## src/rtl/prog_clock_divider.sv

```systemverilog
// rtl/prog_clock_divider.sv - multi-channel runtime-programmable clock divider with tick and square-wave outputs
module prog_clock_divider #(
    parameter int WIDTH       = 26,
    parameter int N_CH        = 2,
    parameter int DEFAULT_DIV = 50000000
) (
    input  logic             clk,
    input  logic             rst,
    input  logic [N_CH-1:0]  en,
    input  logic [N_CH-1:0]  clr,
    input  logic [N_CH-1:0]  load,
    input  logic [WIDTH-1:0] div_value,
    output logic [N_CH-1:0]  slow_clk,
    output logic [N_CH-1:0]  tick,
    output logic [N_CH-1:0]  pending
);

    // Periods below 2 cannot produce a distinct high and low phase, so they are raised to 2.
    localparam logic [WIDTH-1:0] MIN_P = WIDTH'(2);
    localparam logic [WIDTH-1:0] DEF_P = (DEFAULT_DIV < 2) ? MIN_P : WIDTH'(DEFAULT_DIV);

    logic [WIDTH-1:0] load_p;

    // Clamped copy of the shared period input, used by every channel.
    always_comb begin
        load_p = (div_value < MIN_P) ? MIN_P : div_value;
    end

    for (genvar i = 0; i < N_CH; i++) begin : g_ch
        logic [WIDTH-1:0] cnt, cnt_n;
        logic [WIDTH-1:0] div_reg, div_n;
        logic [WIDTH-1:0] pend_reg, pend_reg_n;
        logic [WIDTH-1:0] thresh;
        logic             pend_q, pend_n;
        logic             slow_q, slow_n;
        logic             tick_q, tick_n;
        logic             wrap, idle, apply;

        // Next-state: clear beats counting beats hold; a new period only lands on a safe edge.
        always_comb begin
            cnt_n      = cnt;
            div_n      = div_reg;
            pend_reg_n = pend_reg;
            pend_n     = pend_q;
            slow_n     = slow_q;
            tick_n     = 1'b0;
            wrap       = en[i] && !clr[i] && (cnt == div_reg - WIDTH'(1));
            idle       = !en[i] && !clr[i] && (cnt == '0);
            apply      = clr[i] || wrap || (idle && load[i]);
            // High phase starts once the count reaches ceil(P/2).
            thresh     = div_reg - (div_reg >> 1);

            if (clr[i]) begin
                cnt_n  = '0;
                slow_n = 1'b0;
            end else if (en[i]) begin
                if (wrap) begin
                    cnt_n  = '0;
                    tick_n = 1'b1;
                end else begin
                    cnt_n = cnt + WIDTH'(1);
                end
                slow_n = (cnt_n >= thresh);
            end

            if (load[i] && apply) begin
                div_n  = load_p;
                pend_n = 1'b0;
            end else if (load[i]) begin
                pend_reg_n = load_p;
                pend_n     = 1'b1;
            end else if (apply && pend_q) begin
                div_n  = pend_reg;
                pend_n = 1'b0;
            end
        end

        // Channel state register; reset discards any pending period.
        always_ff @(posedge clk or posedge rst) begin
            if (rst) begin
                cnt      <= '0;
                div_reg  <= DEF_P;
                pend_reg <= DEF_P;
                pend_q   <= 1'b0;
                slow_q   <= 1'b0;
                tick_q   <= 1'b0;
            end else begin
                cnt      <= cnt_n;
                div_reg  <= div_n;
                pend_reg <= pend_reg_n;
                pend_q   <= pend_n;
                slow_q   <= slow_n;
                tick_q   <= tick_n;
            end
        end

        assign slow_clk[i] = slow_q;
        assign tick[i]     = tick_q;
        assign pending[i]  = pend_q;
    end

endmodule
```

## config.mk

```make
export PLATFORM = sky130hd
export DESIGN_NAME = prog_clock_divider
export DESIGN_NICKNAME = d
export VERILOG_FILES = /design/src/rtl/prog_clock_divider.sv
export SDC_FILE = /design/constraint.sdc
export NUM_CORES = 1
export LEC_CHECK = 0
export ABC_CLOCK_PERIOD_IN_PS = 12930
export CAP_MARGIN = 20
export CORE_MARGIN = 2
export CORE_UTILIZATION = 30
export CTS_CLUSTER_DIAMETER = 40
export DETAILED_ROUTE_END_ITERATION = 7
export GPL_TIMING_DRIVEN = 0
export PLACE_DENSITY_LB_ADDON = 0.15
export REMOVE_ABC_BUFFERS = 1
export SLEW_MARGIN = 20
export SYNTH_ARGS = -nofsm -noshare
export SYNTH_HDL_FRONTEND = slang
export SYNTH_SLANG_ARGS = --single-unit
```

## constraint.sdc

```tcl
create_clock -name clk -period 12.93 [get_ports clk]
set_clock_uncertainty 0.2 [all_clocks]
set_input_delay 3.879 -clock clk [delete_from_list [all_inputs] [get_ports clk]]
set_output_delay 3.879 -clock clk [all_outputs]
set_load 0.02 [all_outputs]
```

==> flow_metrics.tcl, run 1 <==
set metrics [dict create \
    status "completed" \
    cts-root-buf "clkbuf_16" \
    seqCellArea_um2 4120 \
    num_antenna_cells 0 \
    grt_pass1_wl_um 65200 \
    grt_use_total_pct 16.3 \
    critPathKind "input port to register" \
    drc 0 \
    overflow 0 \
    fp-row-count 80 \
    min_path_type "register to register" \
    async_flop_share_pct 100 \
    end_kind "register" \
    hold_depth 1 \
    ys_warn_count 0 \
    drt_first_iter_violations 510 \
    totalWireLength_um 39600 \
    yosys-top-cells-area "dfrtp_1 (20%), ha_1 (14%), dfstp_2 (8.6%), xnor2_1 (7.2%), xor2_1 (4.7%)" \
    synth-seq-cells 162 \
    synth_cell_types 79 \
    final_hold_viol_count 0 \
    slew_headroom_pct 35.6 \
    synthFlopType "dfrtp_1" \
    drtAntennaViolNets 0 \
    crit_required_ps 13050 \
    grt_max_degree 83 \
    areaGrowthSynthToFinish_pct 9.65 \
    finalSetupViolCount 0 \
    maxCapViolCount 0 \
    n_fill_cell 5066 \
    synth_most_common_cell "nor2_1" \
    maxSlewViolCount 0 \
    place_congestion 0.841 \
    initial_core_util_pct 30.5 \
    r2r_slack_ps 6880 \
    clk_path_buf_depth 2 \
    synth_commonest_cells "nor2_1 (180), ha_1 (158), xnor2_1 (120)" \
    io_buffers 39 \
    ir_worst_vdd_v 0.0000865 \
    critPathArrivalTime_ps 8970 \
    vias 11700 \
    synth_seq_area_share_pct 28.1 \
    clk_latency_ps 450 \
    p_leak_uw 0.00695 \
    cts_setup_buffers 0 \
    synth_fa_ha_area_share_pct 13.8 \
    multi_input_area_um2 9640 \
    synth_enable_flop_cells 0 \
    die_h_um 225 \
    max_clock_freq_ghz 0.113 \
    cts_max_level 4 \
    finalCritPeriodShare_pct 68.4 \
    fin_crit_ps 8850 \
    synth_area_um2 14600 \
    reg2reg_depth 23 \
    drive_gt1_share_pct 10.7 \
    wire_per_inst_um 17.1 \
    synth_top_family_by_area "simple AND/OR/NAND/NOR gates" \
    final_cells 2313 \
    cts_buffers 17 \
    fin_nets 1879 \
    worstPathMaxFanout 29 \
    rsz0062_at_grt "no" \
    ctsResizeCount 0 \
    netlist_instances 1720 \
    dpl_cell_area_um2 15500 \
    cp-start-kind "input port" \
    power_density_nw_per_um2 128 \
    viasPerCell 5.06 \
    dieWidth_um 225 \
    synth_top_cell_area_share_pct 19.5 \
    fin_tns_setup_ps 0 \
    io-pin-count 40 \
    synth_compound_area_share_pct 16.2 \
    timing.hold.ws_ps 306 \
    dp.cells 2281 \
    antenna_found_initial 2 \
    postCtsHoldBufs 0 \
    synth_simple_gate_area_share_pct 19.0 \
    grt_pass1_vias 11800 \
    post-synth-top-area-cell "dfrtp_1" \
    clock-sinks 162 \
    fin_area_um2 16000 \
    place_hpwl_um 30400 \
    synth_xor_area_share_pct 11.9 \
    core_um2 47900 \
    tightest_slew_ps 963 \
    synthMuxAreaShare_pct 4.92 \
    dieArea_um2 50500 \
    cts_tree "yes" \
    clk_pin_slew_ps 70 \
    avgSynthCellArea_um2 8.50 \
    firstDrtPassIters 4 \
]
## where the power goes
part / internal [uW] / switching, uW / leakage (uW)
combinational: 397 / 511 / 0.00473
sequential: 586 / 65.5 / 0.00197
clock: 250 / 241 / 0.000255
## final timing paths
path / start / end
max reg2reg: g_ch[1].div_reg[2]$_DFFE_PP0P_ / g_ch[1].slow_q$_DFFE_PP0P_
max: en[0] / g_ch[0].slow_q$_DFFE_PP0P_
min: g_ch[1].pend_reg[18]$_DFFE_PP0P_ / g_ch[1].pend_reg[18]$_DFFE_PP0P_
min in group asynchronous: rst / g_ch[0].tick_q$_DFF_PP0_
min reg2reg: g_ch[1].pend_reg[18]$_DFFE_PP0P_ / g_ch[1].pend_reg[18]$_DFFE_PP0P_
max in group asynchronous: rst / g_ch[1].pend_reg[22]$_DFFE_PP1P_
## layout by cell type, fill, tap and decap left out, drive strengths merged, types with 25 or more instances in the layout
cell,count
xnor2,120
o21ai,72
nand4,25
nor3,39
a21oi,89
clkdlybuf4s50,36
ha,158
dfstp,48
xor2,78
nand3,50
and3,29
o2bb2ai,27
inv,121
mux2,55
nand2,120
dfrtp,114
nor4,25
nor2,182
a22oi,28
## per-stage QoR
stage | util, % | setup WS [ps] | power, uW
finish | 33.4 | 4080 | 2050
global route | 33.4 | 3630 | 2220
CTS | 33.4 | 3610 | 2070
detailed placement | 32.3 | 3120 | 1570
global placement | 32.0 | 1630 | 1550
floorplan | - | 4550 | 1330
## cells by family after synthesis
| kind of cell | after synthesis |
|---|---|
| adders and majority gates | 160 |
| xor gates and xnor gates | 198 |
| and+or+nand+nor | 565 |
| buffers and inverters | 217 |
| muxes | 65 |
| AOI/OAI and AO/OA | 353 |
| DFF | 162 |
## final cells by class
type                            instances  area share (%)
Sequential cell                       162            25.7
Inverter                              115            2.74
Clock buffer                           19            2.70
Clock inverter                         13           0.648
Multi-Input combinational cell       1341            60.2
Timing Repair Buffer                   48            3.26
Tap cell                              615            4.80
## worst max-delay path, stage by stage
cell	delay, ps
clkdlybuf4s50_1	1040
inv_1	510
nor3_1	290
nand4_1	230
nor4_1	390
and4bb_2	590
buf_16	230
nor2b_1	90
ha_1	300
nor2b_1	130
o21ai_0	140
a21boi_0	120
o21a_1	180
o21a_1	160
o21ai_0	140
a21oi_1	90
o21a_1	180
o211ai_1	160
nand2_1	90
## per-layer routing
layer,GRT usage [%],wire length [um],vias up
met5,0,25,-
met4,4.21,841,4
met3,2.87,909,41
met2,27.4,18600,130
met1,21.5,19200,5596
li1,-,-,5927
Power figures use the tool's default switching activity.
==> run 2, diff against run 1 <==
ABC_CLOCK_PERIOD_IN_PS = 9010   (was 12930)
clock period = 9.01 ns   (was 12.93 ns; I/O delays follow)
==> results of run 2 <==
Same layout as run 1 (identical final DEF). Status: completed.
Main changes from that run: setup slack after placement 3120 ps -> 378 ps; setup slack after layout 4080 ps -> 1340 ps; register-to-register setup slack 6880 ps -> 2960 ps; total power 2050 uW -> 2940 uW; worst IR drop on VDD 0.0000865 V -> 0.000124 V
